[src/rtl/timetodig_pkg.sv]
// timetodig_pkg: shared types and constants for the pattern-stream decoder.
//   state_t  - alignment FSM states (HUNT, SYNC, LOCKED)
//   idx_t    - 3-bit symbol index 0..4
//   SYM0..4  - one-hot-style symbol codes, BAD_CODE flags a known illegal code
//   next_idx - expected-index advance with wrap 4->0
package timetodig_pkg;

  typedef enum logic [1:0] {
    HUNT   = 2'd0,
    SYNC   = 2'd1,
    LOCKED = 2'd2
  } state_t;

  typedef logic [2:0] idx_t;

  localparam logic [3:0] SYM0     = 4'b0000;
  localparam logic [3:0] SYM1     = 4'b0001;
  localparam logic [3:0] SYM2     = 4'b0010;
  localparam logic [3:0] SYM3     = 4'b0100;
  localparam logic [3:0] SYM4     = 4'b1000;
  localparam logic [3:0] BAD_CODE = 4'b0110;

  localparam idx_t NUM_SYM  = 3'd5;
  localparam idx_t LAST_IDX = 3'd4;

  // Advance the expected symbol index, wrapping after the last symbol.
  function automatic idx_t next_idx(input idx_t i);
    return (i == LAST_IDX) ? 3'd0 : (i + 3'd1);
  endfunction

endpackage

[src/rtl/timetodig_symdec.sv]
// timetodig_symdec: combinational decode of one 4-bit pattern code.
// Ports:
//   code   in  [3:0]  registered pattern code
//   valid  out        code is one of the five legal symbols
//   index  out [2:0]  symbol index 0..4 (0 when not valid)
//   is_bad out        code equals the dedicated bad code 0110
module timetodig_symdec
  import timetodig_pkg::*;
(
  input  logic [3:0] code,
  output logic       valid,
  output idx_t       index,
  output logic       is_bad
);

  // Map legal codes to their index; everything else is invalid.
  always_comb begin
    valid  = 1'b1;
    index  = 3'd0;
    is_bad = 1'b0;
    case (code)
      SYM0:     index = 3'd0;
      SYM1:     index = 3'd1;
      SYM2:     index = 3'd2;
      SYM3:     index = 3'd3;
      SYM4:     index = 3'd4;
      BAD_CODE: begin
        valid  = 1'b0;
        is_bad = 1'b1;
      end
      default:  valid = 1'b0;
    endcase
  end

endmodule

[src/rtl/timetodig.sv]
// timetodig: receive-side decoder / alignment recovery for the repeating
// 0000,0001,0010,0100,1000 pattern stream.
// Ports:
//   clk         in           rising-edge clock
//   rst         in           synchronous reset, active low
//   d_in        in  [3:0]    incoming pattern
//   count_out   out [2:0]    recovered symbol index, held when not valid
//   count_valid out          symbol matched the flywheel (LOCKED only)
//   frame_done  out          pulse when symbol 4 matches in LOCKED
//   locked      out          FSM is in LOCKED
//   err_pulse   out          pulse on any mismatch in LOCKED
//   bad_code    out          pulse when the registered input is 0110
//   err_count   out [ERR_W]  saturating count of err_pulse events
// d_in is registered first; all decisions use that copy, so outputs lag
// d_in by two edges.
module timetodig
  import timetodig_pkg::*;
#(
  parameter int LOCK_FRAMES = 2,
  parameter int MISS_MAX    = 3,
  parameter int ERR_W       = 8
) (
  input  logic             clk,
  input  logic             rst,
  input  logic [3:0]       d_in,
  output logic [2:0]       count_out,
  output logic             count_valid,
  output logic             frame_done,
  output logic             locked,
  output logic             err_pulse,
  output logic             bad_code,
  output logic [ERR_W-1:0] err_count
);

  localparam int FW = $clog2(LOCK_FRAMES + 1);
  localparam int MW = $clog2(MISS_MAX + 1);

  logic [3:0]       d_q_r;
  state_t           state_r, state_s;
  idx_t             exp_r, exp_s;
  logic [FW-1:0]    frames_r, frames_s;
  logic [MW-1:0]    miss_r, miss_s;
  idx_t             count_r, count_s;
  logic             cv_r, cv_s, fd_r, fd_s, ep_r, ep_s, bc_r, bc_s, lk_r;
  logic [ERR_W-1:0] errc_r, errc_s;
  logic             sym_valid_s, sym_bad_s, match_s;
  idx_t             sym_idx_s;

  timetodig_symdec u_symdec (
    .code   (d_q_r),
    .valid  (sym_valid_s),
    .index  (sym_idx_s),
    .is_bad (sym_bad_s)
  );

  assign count_out   = count_r;
  assign count_valid = cv_r;
  assign frame_done  = fd_r;
  assign locked      = lk_r;
  assign err_pulse   = ep_r;
  assign bad_code    = bc_r;
  assign err_count   = errc_r;

  // Next-state and next-output logic for the alignment FSM.
  always_comb begin
    state_s  = state_r;
    exp_s    = exp_r;
    frames_s = frames_r;
    miss_s   = miss_r;
    count_s  = count_r;
    cv_s     = 1'b0;
    fd_s     = 1'b0;
    ep_s     = 1'b0;
    bc_s     = sym_bad_s;
    errc_s   = errc_r;
    match_s  = sym_valid_s && (sym_idx_s == exp_r);
    case (state_r)
      HUNT: begin
        if (sym_valid_s && (sym_idx_s == 3'd0)) begin
          state_s  = SYNC;
          exp_s    = 3'd1;
          frames_s = {FW{1'b0}};
        end else begin
          state_s  = HUNT;
        end
      end
      SYNC: begin
        if (match_s) begin
          exp_s = next_idx(exp_r);
          if (exp_r == LAST_IDX) begin
            // Completing the last required frame: exp wraps to 0 naturally.
            if (frames_r == FW'(LOCK_FRAMES - 1)) begin
              state_s  = LOCKED;
              frames_s = {FW{1'b0}};
              miss_s   = {MW{1'b0}};
            end else begin
              frames_s = frames_r + {{(FW-1){1'b0}}, 1'b1};
            end
          end else begin
            frames_s = frames_r;
          end
        end else if (sym_valid_s && (sym_idx_s == 3'd0)) begin
          // Repeated 0000 (e.g. generator held in reset): restart the frame.
          exp_s    = 3'd1;
          frames_s = {FW{1'b0}};
        end else begin
          state_s  = HUNT;
        end
      end
      LOCKED: begin
        // The flywheel advances on every symbol, matched or not.
        exp_s = next_idx(exp_r);
        if (match_s) begin
          count_s = sym_idx_s;
          cv_s    = 1'b1;
          fd_s    = (sym_idx_s == LAST_IDX);
          miss_s  = {MW{1'b0}};
        end else begin
          ep_s = 1'b1;
          if (errc_r == {ERR_W{1'b1}}) begin
            errc_s = errc_r;
          end else begin
            errc_s = errc_r + {{(ERR_W-1){1'b0}}, 1'b1};
          end
          if (miss_r == MW'(MISS_MAX - 1)) begin
            state_s = HUNT;
            miss_s  = {MW{1'b0}};
          end else begin
            miss_s  = miss_r + {{(MW-1){1'b0}}, 1'b1};
          end
        end
      end
      default: state_s = HUNT;
    endcase
  end

  // State, counters, input register and registered outputs.
  always_ff @(posedge clk) begin
    if (!rst) begin
      d_q_r    <= 4'b0000;
      state_r  <= HUNT;
      exp_r    <= 3'd0;
      frames_r <= {FW{1'b0}};
      miss_r   <= {MW{1'b0}};
      count_r  <= 3'd0;
      cv_r     <= 1'b0;
      fd_r     <= 1'b0;
      ep_r     <= 1'b0;
      bc_r     <= 1'b0;
      lk_r     <= 1'b0;
      errc_r   <= {ERR_W{1'b0}};
    end else begin
      d_q_r    <= d_in;
      state_r  <= state_s;
      exp_r    <= exp_s;
      frames_r <= frames_s;
      miss_r   <= miss_s;
      count_r  <= count_s;
      cv_r     <= cv_s;
      fd_r     <= fd_s;
      ep_r     <= ep_s;
      bc_r     <= bc_s;
      lk_r     <= (state_s == LOCKED);
      errc_r   <= errc_s;
    end
  end

endmodule

[config.mk]
export PLATFORM = sky130hd
export DESIGN_NAME = timetodig
export DESIGN_NICKNAME = d
export VERILOG_FILES = /design/src/rtl/timetodig_pkg.sv /design/src/rtl/timetodig_symdec.sv /design/src/rtl/timetodig.sv
export SDC_FILE = /design/constraint.sdc
export NUM_CORES = 1
export LEC_CHECK = 0
export ABC_CLOCK_PERIOD_IN_PS = 2029
export CORE_AREA = 10 10 92 54
export CTS_BUF_LIST = sky130_fd_sc_hd__clkbuf_4 sky130_fd_sc_hd__clkbuf_8
export DETAILED_ROUTE_END_ITERATION = 6
export DIE_AREA = 0 0 102 64
export GPL_TIMING_DRIVEN = 0
export PLACE_DENSITY = 0.7
export SLEW_MARGIN = 20
export SYNTH_ARGS = -nofsm -noshare
export SYNTH_HDL_FRONTEND = slang
export SYNTH_SLANG_ARGS = --single-unit
[constraint.sdc]
create_clock -name clk -period 2.03 [get_ports clk]
set_input_delay 0.203 -clock clk [delete_from_list [all_inputs] [get_ports clk]]
set_output_delay 0.203 -clock clk [all_outputs]
set_load 0.05 [all_outputs]
* Word level (Yosys, flattened, before mapping)
Cells that the tools add are included.
** Cells by class
- Eq/ne operators :: 18
- Reductions and logical operators :: 15
- Shifts and indexed selects :: 0
- Muxes and demuxes :: 28
- Div/mod/pow operators :: 0
- $add $sub $neg :: 4
- Bitwise logic cells :: 2
- Order comparisons :: 0
- Multiply operators :: 0
** Operator list (number)
- $mux W2 :: 15
- $pmux W3 S4 :: 1
- $mux W3 :: 3
- $pmux W3 S3 :: 1
- $add A8 B1 Y8 const B :: 1
- $eq A4 B3 Y1 const B :: 2
- $eq A8 B8 Y1 const B :: 1
- $pmux W2 S2 :: 2
- $eq A2 B2 Y1 const B :: 3
- $eq A3 B3 Y1 const B :: 2
- $ne A2 B2 Y1 const B :: 3
- $pmux W2 S3 :: 1
- $reduce_and A2 Y1 :: 3
- $reduce_and A3 Y1 :: 2
- $mux W1 :: 5
- $reduce_or A5 Y1 :: 1
- $add A2 B1 Y2 const B :: 2
- $eq A2 B1 Y1 const B :: 2
- $eq A4 B1 Y1 const B :: 1
- $eq A4 B2 Y1 const B :: 1
- $eq A4 B4 Y1 const B :: 1
- $logic_not A4 Y1 :: 1
- $reduce_and A4 Y1 :: 1
- $reduce_bool A2 Y1 :: 2
- 8 further kinds :: 10
** Word-level totals
- Latch bits :: 0
- Memories :: 0
- Word-level logic and storage cells :: 79
- Input bits :: 6
- Bits in read-only memories :: 0
- Bits in registers :: 29
- Bits in writable memories :: 0

* Depth between registers and ports, before layout
- Word-level depth :: 8
- Depth in mapped cells :: 8
- Gate-level depth less buffers :: 7

* By module
Synthesis repeated with hierarchy kept, for this count alone.
** Unflattened totals
- Cell total of the unflattened synthesis :: 177
- Area, all modules :: 1621.6 µm²
** By module, submodules not included
- timetodig :: cells each 166, instances 1, area each 1545.2 µm²
- timetodig_symdec :: cells each 11, instances 1, area each 76.3 µm²

* Worst setup path before layout
Ideal clock, no wire load.
- Path type :: flip-flop to flip-flop
- Start :: register d_q_r[2]
- End :: register exp_r[2]
- Path slack :: 0.071 ns
- Stages on the path, launching flop included :: 7
- Required time :: 1.908 ns
- Arrival time :: 1.838 ns
- Period minus slack after synthesis :: 1.959 ns
- Library setup time :: 0.122 ns
- Cell sequence :: dfxtp_1 > buf_2 > or4b_4 > nor3b_2 > o22ai_1 > mux2_1 > a221o_1
** On the way
- Longest elaborated chain between the ends :: 7
- Elaborated cells between the ends (all ways) :: 15
- Those cells by class :: eq/ne: 5; mux: 5; reduce/logical: 5
** Ends and longest elaborated chain
- from (decl) :: RTL line timetodig.sv:38 : logic [3:0] d_q_r;
- from (signal assigned) :: RTL line timetodig.sv:153 : d_q_r <= d_in;
- $eq A4 B4 Y1, or another cell as far along :: RTL line timetodig_symdec.sv:21 : case (code)
- $pmux W3 S4 or $reduce_or A5 Y1 (tied branches)
- $logic_not A3 Y1 or $mux W1 (tied branches) :: RTL line timetodig.sv:79, timetodig.sv:102, timetodig_symdec.sv:21
- $logic_and A1 B1 Y1 :: RTL line timetodig.sv:79, timetodig.sv:102
- $mux W3
- $mux W3 :: RTL line timetodig.sv:88 : if (match_s) begin
- $pmux W3 S3 (*) :: RTL line timetodig.sv:77 : case (state_r)
- to (signal assigned) :: RTL line timetodig.sv:155 : exp_r <= exp_s;
- to (decl) :: RTL line timetodig.sv:40 : idx_t exp_r, exp_s;
Every way passes the cells marked *; elsewhere a longest branch is shown, timed or not.
A chain may end at the register's enable or synchronous reset.

* Final worst setup path
- Start :: register d_q_r[1]
- End :: register exp_r[2]
The elaborated chain is that of the path after synthesis.

==> impl_metrics.ini <==
[status]
status = finished, violations left
violations = setup timing

[floorplan]
initial_core_util = 0.483
dieHeight_um = 64
rows = 15
die_area_um2 = 6530
io_pins = 22
die_width_um = 102
core-area_um2 = 3340

[logic_synthesis]
yosys.area.top_type = dfxtp_1
synth_area_um2 = 1610
synth_top_flop_cell = dfxtp_1
synth_nets = 203
synth.area.top_cells = dfxtp_1, ha_1, mux2i_1, nand2_1, a21oi_1
yosysSeqAreaShare = 0.360
yosysWarnings = 0
yosysTopAreaCellShare = 0.360
ys_ff_latch = 29
synth-async-reset-ratio = 0
synth_enable_flop_cells = 0
ys_types = 48
netlist_instances = 189
avgSynthCellArea_um2 = 8.54

[drt]
num_vias = 1524
route.detailed.drc = 0
ant_nets = 0
wl_per_cell_um = 16.3
drt_wl_total_mm = 4.31
drtIter0Drc = 81
dr.pass1.iters = 4
viasPerCell = 5.77

[clocking]
cts_num_sinks = 29
clk_latency_ps = 290
cts_buffers = 5
clockRootBuffer = clkbuf_8
clock_path_buffers = 2
htree_levels = 2
cts_tree = done
cts_hold_buf = 0
clk_pin_slew_ps = 60

[setup_path]
path_max_fanout = 6
critPathLaunch = d_q_r[1]
r2r_slack_ps = -20
startpoint_type = flop
cp_data_required_time_ps = 2200
cp-end-kind = flop
path_class = flop to flop
critPathArrivalTime_ps = 2220
r2r_cells = 5
r2r-start = d_q_r[1]

[cells_and_area]
final_cell_mix = dfxtp_1, clkdlybuf4s50_1, nand2_1, nor2_1, a21oi_1
multi_input_area_um2 = 1040
seq_area_um2 = 591
diodes = 0
n_fill_cell = 312
drive_gt1_frac = 0.167
finalInstanceArea_um2 = 2110
final_common_cell = dfxtp_1
fin_nets = 236
utilization = 0.631
layout-area-overhead-vs-synth_pct = 30.6

[worst_hold_path]
holdPathStages = 2
hp-start = frames_r[1]
hold_path_class = flop to flop

[place]
port_buffers = 21
placed_area_um2 = 1880
dpl.hpwl_mm = 2.88
place_ws_ps = -97.0
gp_congestion = 0.901

[sta]
hold_viol_final = 0
tightest_slew_ps = 729
clock-skew-final_ps = 5.89
setup_violations = 1
grt_setup_unrepaired = yes
finalWorstSetupSlack_ps = -19.2
max_freq_ghz = 0.488
period_needed_ps = 2050
maxSlewHeadroom = 0.510
fin_crit_sh = 1.01
drv_slew = 0

[grt]
grt_max_degree = 11
grt_pass1_wl_mm = 6.76
grt_pass1_vias = 1434
grtUsageTotal = 0.129
overflow = 0
antenna_found_initial = 0

[power_and_ir_drop]
vdd_drop_max_v = 0.000356
p_leak_nw = 0.756
p_per_area_nw_per_um2 = 619
power.total_mw = 1.31

[run]
drv_cap = 0
==> registers in the layout (all words and copies together), names as in the netlist <==
name,flops
bad_code,1
count_out,3
count_valid,1
d_q_r,4
err_count,8
err_pulse,1
exp_r,3
frame_done,1
frames_r,2
locked,1
miss_r,2
state_r,2
==> layer usage <==
metal | routed length (µm) | up-vias | part of all wire | track usage
met5 | 0 | - | 0 | 0
met3 | 299 | 9 | 0.069 | 0.0472
li1 | - | 756 | - | -
met1 | 2010 | 719 | 0.47 | 0.162
met4 | 73 | 0 | 0.017 | 0.0577
met2 | 1930 | 40 | 0.45 | 0.194
==> stage by stage <==
step | TNS (ps) | hold WS [ps] | instances
after floorplan | 0 | 330 | 189
after global placement | -836 | 423 | 252
after detailed placement | -808 | 432 | 252
after CTS | 0 | 440 | 263
after global routing | -329 | 463 | 264
final | -19.2 | 442 | 264
==> layout make-up <==
type | count | area share
well taps | 42 | 0.0249
inverters | 8 | 0.0142
multi-input cells | 143 | 0.494
clock buffers | 7 | 0.0427
repair buffers | 27 | 0.120
flip-flops and latches | 29 | 0.280
plain buffers | 8 | 0.0237
==> logic make-up after synthesis <==
family / synth area share
multiplexers: 0.0566
AND/OR/NAND/NOR: 0.264
XOR/XNOR: 0.0109
buffers and inverters: 0.0465
adder cells (fa/ha/maj): 0.0620
AO/OA/AOI/OAI: 0.200
flip-flops: 0.360
==> path summary, 6_finish.rpt <==
| path | end |
|---|---|
| max | exp_r[2] |
| min | frames_r[1] |
| min reg2reg | frames_r[1] |
| max reg2reg | exp_r[2] |
==> critical path, cell delays in order, from the launching register on <==
cell and delay (ps):
dfxtp_4 370, or4b_4 570, nor3b_4 250, o22ai_2 140, mux2_4 320, a221o_1 290
==> synth_stat cells, drive strengths merged (2+ instances only) <==
cell type,n
o22ai,2
nand2b,5
o21ai,12
nand3,6
a21boi,2
and4,2
inv,8
nor3b,4
o21a,3
or4b,2
nand4,4
a211oi,3
nor2b,4
and3,3
clkbuf,5
and2,6
dfxtp,29
a31oi,4
or3,3
nand2,17
mux2i,8
a21oi,9
or4,2
nor3,7
a22o,2
buf,4
a311oi,2
nor2,9
ha,8
==> power breakdown <==
part           internal, mW  total, mW  switching [mW]
clock                 0.282      0.501           0.219
sequential            0.578      0.596          0.0175
combinational        0.0877      0.209           0.121
total                 0.948       1.31           0.358
==> timing repair <==
action	CTS	global route
cloned	0	1
pin swaps	4	7
setup endpoints to repair	15	16
gates resized for setup	11	14
buffers inserted	5	0
No activity file was read; power rests on OpenSTA's default activity.
==> RTL edit 1: new RTL, same flow settings <==
`MISS_MAX`: 3 -> 2.
--- a/src/rtl/timetodig.sv
+++ b/src/rtl/timetodig.sv
@@ -17,7 +17,7 @@
   import timetodig_pkg::*;
 #(
   parameter int LOCK_FRAMES = 2,
-  parameter int MISS_MAX    = 3,
+  parameter int MISS_MAX    = 2,
   parameter int ERR_W       = 8
 ) (
   input  logic             clk,
Behaviour: no difference found for any inputs over 10 cycles, from zero or initial values and one cycle with rst low; that may be too few to reach the edited logic, so the function may still have changed.
==> RTL edit 1 against the original RTL <==
- the run still ends with negative setup slack left
- clock skew barely moved
- total power fell by 3.8%
- worst setup slack got worse by 0.11 ns
- area after synthesis fell by 3.7%
- cell count fell by 2.7%
- final area fell by 0.30%
- fmax fell by 5.0%
- critical path type unchanged
- routed wire length fell by 12%
- sequential cell count did not move
==> RTL edit 1: results (changes against the original RTL) <==
Detailed routing
  – Wirelength per Cell: 14.7 µm (-9.8%)
  – Via/cell ratio: 5.69 (-1.5%)
  – First DRT Iteration DRCs: 67 (-17%)

Yosys
  – Mapped Nets: 192 (-5.4%)
  – Post-synthesis sequential area ratio: 37.4% (+1.4 points)
  – Main area contributors after synthesis: dfxtp_1 37%, ha_1 6.4%, a21oi_1 3.9%, nand2_1 3.9%, nor2_1 3.9%
  – Synth unique cells: 44 (-8.3%)
  – Commonest cells in the netlist: 29 x dfxtp_1, 16 x nand2_1, 16 x nor2_1

Clock tree
  – Longest Clk Path Bufs: 2 (unchanged)

Setup path
  – Worst r2r src: d_q_r[3]
  – Capture point of the worst reg-to-reg path: err_count[6]
  – Worst EP arrival: 2.32 ns (+0.10 ns)
  – R2R depth: 7 (+2)
  – Crit Path Max Fanout: 7 (+1)

Outcome
  – Failing checks: negative setup slack
  – Status: finished, violations left

Timing
  – Final setup margin: -0.127 ns (-0.108 ns)
  – Setup-failing EPs final: 6 (+5)
  – Skew final: 0.00549 ns (-0.000403 ns)

Placed design
  – DP HPWL: 2.49 mm (-14%)
  – Final Wtd Congestion: 0.821 (-8.9%)

Pwr
  – Worst vdd ir: 0.342 mV (-3.8%)
  – NetSw: 0.337 mW (-5.9%)
  – Static leakage: 0.717 nW (-5.2%)

Layout
  – Layout cells sized above 1: 23.7% (+7.1 points)
  – # fillers: 282 (-9.6%)

GRT
  – Aggregate global-route resource usage: 11.4% (-1.5 points)
  – First-pass GRT wire length: 6.04 mm (-11%)
  – Number of global-route vias before repair: 1338 (-6.7%)

Hold path
  – HP Start: miss_r[1]
  – End point of the worst hold path: miss_r[1]
[RTL edit 1: cell types whose count changed after synthesis, moves of 3 or more]
cell      before  now
nand2b_1       5    1
o21ai_1        4    0
or4_4          0    3
a21oi_1        9   12
mux2i_1        8    2
nor2_1         9   16
xnor2_1        1    5
o31ai_1        0    3
nor2b_1        4    1
[RTL edit 1: final cells by class]
type / count / area, µm² / area share (%)
plain buffers: 5 / 26.3 / 1.25
well taps: 42 / 52.6 / 2.50
clock inverters: 2 / 10.0 / 0.476
inverters: 8 / 30.0 / 1.43
multi-input cells: 133 / 1000 / 47.6
flip-flops and latches: 29 / 598 / 28.5
repair buffers: 32 / 309 / 14.7
clock buffers: 6 / 76.3 / 3.63
[RTL edit 1: power by group through the flow]
| stage | registers [mW] | clock network, mW | logic [mW] |
|---|---|---|---|
| after floorplan | 0.597 | 0 | 0.112 |
| after global placement | 0.598 | 0 | 0.148 |
| after detailed placement | 0.598 | 0 | 0.149 |
| after CTS | 0.587 | 0.483 | 0.180 |
| after global routing | 0.592 | 0.504 | 0.216 |
| final | 0.591 | 0.464 | 0.200 |
[RTL edit 1: metal layers]
layer,global-route usage (%),vias up,wire (µm)
met5,0,-,0
met4,5.77,0,61
met3,3.00,5,161
met2,18.9,27,1790
met1,13.3,712,1770
li1,-,718,-
[RTL edit 1: timing repair]
item	in CTS	in global routing
setup endpoints to repair	11	22
setup buffers	10	1
resized for setup	19	15
pin swaps	10	10
[RTL edit 1: how the worst max path moves through the flow]
| stage | slack [ns] | endpoint | from | cells after the start |
|---|---|---|---|---|
| floorplan | -0.001 | locked | d_q_r[1] | 7 |
| global placement | -0.17 | locked | d_q_r[1] | 7 |
| detailed placement | -0.18 | locked | d_q_r[1] | 7 |
| CTS | -0.12 | err_count[6] | d_q_r[0] | 7 |
| global route | -0.19 | err_count[6] | d_q_r[3] | 7 |
| finish | -0.13 | err_count[6] | d_q_r[3] | 7 |
[RTL edit 1: cells by family after synthesis]
group,after synthesis,share of synthesized area (%)
flops,29,37.4
simple gates,75,27.1
compound gates,41,18.4
mux,2,1.29
xor+xnor,7,3.95
fa+ha+maj,8,6.44
buf+inv,16,5.39
[RTL edit 1: metrics by stage]
step | setup WS [ns] | instances | hold WS, ns | setup TNS (ns)
2_1_floorplan | -0.00148 | 178 | 0.330 | -0.00148
3_3_place_gp | -0.170 | 241 | 0.423 | -0.502
3_5_place_dp | -0.182 | 241 | 0.435 | -0.686
4_1_cts | -0.115 | 256 | 0.443 | -0.417
5_1_grt | -0.187 | 257 | 0.463 | -1.20
6_report | -0.127 | 257 | 0.451 | -0.378
[RTL edit 1: worst max-delay path: stages, from the launching register on]
cell      delay (ns)
dfxtp_4         0.35
buf_6           0.13
or4_4           0.50
o211a_4         0.19
buf_12          0.13
or4_4           0.50
nor3_4          0.20
a211oi_2        0.04
==> RTL edit 2: new RTL, same flow settings <==
Made on the original files. Add an input register stage for `d_in`, cleared by the reset; this delays it by one clock. Comments in the files are not updated.
--- a/src/rtl/timetodig.sv
+++ b/src/rtl/timetodig.sv
@@ -34,6 +34,16 @@
 
   localparam int FW = $clog2(LOCK_FRAMES + 1);
   localparam int MW = $clog2(MISS_MAX + 1);
+
+  logic [3:0] d_q;
+
+  always_ff @(posedge clk) begin
+    if (!rst) begin
+      d_q <= '0;
+    end else begin
+      d_q <= d_in;
+    end
+  end
 
   logic [3:0]       d_q_r;
   state_t           state_r, state_s;
@@ -150,7 +160,7 @@
       lk_r     <= 1'b0;
       errc_r   <= {ERR_W{1'b0}};
     end else begin
-      d_q_r    <= d_in;
+      d_q_r    <= d_q;
       state_r  <= state_s;
       exp_r    <= exp_s;
       frames_r <= frames_s;
Function: changed (a bounded check fails within 4 cycles, from zero or initial values and one cycle with rst low).
==> RTL edit 2 against the original RTL <==
- routed wire length decreased by 13%
- utilization fell by 0.52 points
- clock power is 4% lower
- combinational power fell by 3%
- fmax shrank 1.0%
- worst setup slack lost 0.021 ns
- sequential cell count rose by 4
- the flow still finishes with violations (negative setup slack)
- final area shrank 0.83%
- critical path type unchanged
- total power is 4.1% higher
- area after synthesis shrank 0.78%
- via count down 6.6%
==> RTL edit 2: results (changes against the original RTL) <==
Outcome
  – Status: finished, violations left
  – Failing checks: negative setup slack

Layout
  – Layout cells sized above 1: 15.6% (-1.1 points)
  – Buffering overhead: 15.0% (+0.60 points)
  – Register area: 671 µm² (+14%)
  – Fin cells: 260 (-1.5%)
  – Fraction of area in multi-input gates: 45.2% (-4.2 points)
  – Fin nets: 231 (-2.1%)
  – # fillers: 306 (-1.9%)
  – Non-CTS buffers: 36 (+2.9%)
  – Inverters: 6 (-2)
  – Area Growth Syn to Fin: 30.5% (about the same)
  – CLK BUF: 5 (-2)
  – Clock network area share: 4.13% (-0.14 points)
  – Multi-input logic cell count: 135 (-5.6%)

Clock tree
  – Clock sink count: 33 (+14%)
  – Longest Clk Path Bufs: 2 (unchanged)
  – Clock latency on the worst-skew pair: 0.29 ns (about the same)
  – Clock Root Buffer: clkbuf_8

Pwr
  – Worst vdd ir: 0.347 mV (-2.5%)
  – Sw Ratio: 27.5% (+0.15 points)
  – Static leakage: 0.823 nW (+8.9%)

Detailed routing
  – Via Count: 1423 (-6.6%)
  – Wirelength per Cell: 14.5 µm (-11%)
  – First DRT Iteration DRCs: 67 (-17%)

GRT
  – Largest net degree at the start of global routing: 12 (+1)
  – Number of global-route vias before repair: 1275 (-11%)
  – First-pass GRT wire length: 6.04 mm (-11%)
  – Met2 usage: 16.8% (-2.5 points)
  – Met3 Use GR: 4.18% (-0.54 points)
  – GR Util met1: 14.7% (-1.5 points)
  – Aggregate global-route resource usage: 11.4% (-1.5 points)

Yosys
  – Top_reg_cell synth: dfxtp_1
  – Mux contribution to synthesized area: 2.66% (-3.0 points)
  – Async SR Flop Fraction: 0% (unchanged)
  – Synth unique cells: 44 (-8.3%)
  – Xor/xnor share of the synthesized area: 3.83% (+2.7 points)
  – Main area contributors after synthesis: dfxtp_1 41%, ha_1 6.3%, nor2_1 4.9%, and2_1 4.7%, nand2_1 3.8%
  – Post-synthesis sequential area ratio: 41.3% (+5.3 points)
  – Post-Syn Instances: 182 (-3.7%)
  – Commonest cells in the netlist: 33 x dfxtp_1, 21 x nor2_1, 16 x nand2_1
  – Synth Area in Adders: 6.25% (+0.048 points)
  – Mapped Nets: 196 (-3.4%)
  – Synth Area in Compound Gates: 15.6% (-4.4 points)

Timing
  – Final setup margin: -0.0400 ns (-0.0207 ns)
  – Skew final: 0.00479 ns (-0.00110 ns)
  – Max-slew headroom: 32.9% (-18 points)
  – Total negative slack: -0.117 ns (-0.0978 ns)
  – Setup-failing EPs final: 4 (+3)

Setup path
  – Slowest cell on the critical path: dfxtp_4
  – CP peak stage delay: 0.38 ns (-0.19 ns)
  – Critical path's top delay family: compound AO/OA/AOI/OAI gates
  – Worst EP arrival: 2.30 ns (+0.08 ns)
  – Crit Path Max Fanout: 5 (-1)

Placed design
  – Area after DPL: 1880 µm² (-0.27%)
  – DP HPWL: 2.64 mm (-8.3%)
  – Final Wtd Congestion: 0.885 (-1.7%)
  – DP Worst Slack: -0.236 ns (-0.139 ns)
  – Post-Place Cells: 245 (-2.8%)

Floorplan
  – Core area: 3340 µm² (unchanged)
==> RTL edit 2: cell count changes after synthesis, moves of 3 or more <==
cell      unedited run  this run
dfxtp_1             29        33
nor2_1               9        21
o21ai_1              4         1
mux2i_1              8         2
and2_1               6        12
nand2b_1             5         2
xnor2_1              1         4
nor3_1               7         3
==> RTL edit 2: worst paths after layout <==
path	start	to	slack (ns)	cells past startpoint
setup / recovery	d_q_r[0]	locked	-0.04	7
hold / removal	d_q[0]	d_q_r[0]	0.43	1
setup reg to reg	d_q_r[0]	locked	-0.04	7
hold reg to reg	d_q[0]	d_q_r[0]	0.43	1
==> RTL edit 2: routing by layer <==
| metal | vias to the layer above | part of all wire (%) |
|---|---|---|
| li1 | 716 | - |
| met1 | 654 | 49 |
| met2 | 46 | 42 |
| met3 | 7 | 7.2 |
| met4 | 0 | 1.6 |
| met5 | - | 0 |
==> RTL edit 2: power groups by stage <==
stage	logic, mW	clock network, mW	registers, mW
floorplan	0.118	0	0.684
CTS	0.176	0.496	0.674
global placement	0.158	0	0.687
global route	0.220	0.520	0.676
finish	0.202	0.483	0.674
detailed placement	0.161	0	0.687
==> RTL edit 2: worst register-to-register path: stages (launching register included) <==
cell,delay (ns)
dfxtp_4,0.38
xnor2_1,0.19
o31a_1,0.31
a211oi_4,0.36
buf_4,0.19
a31oi_1,0.06
or3_1,0.32
and3b_1,0.21
==> RTL edit 2: repair_timing <==
action	CTS	global route
endpoints found under the setup margin	15	17
setup buffers	5	3
gates cloned	0	1
resized for setup	10	12
endpoints found under the hold margin	0	0
pin swaps	5	6
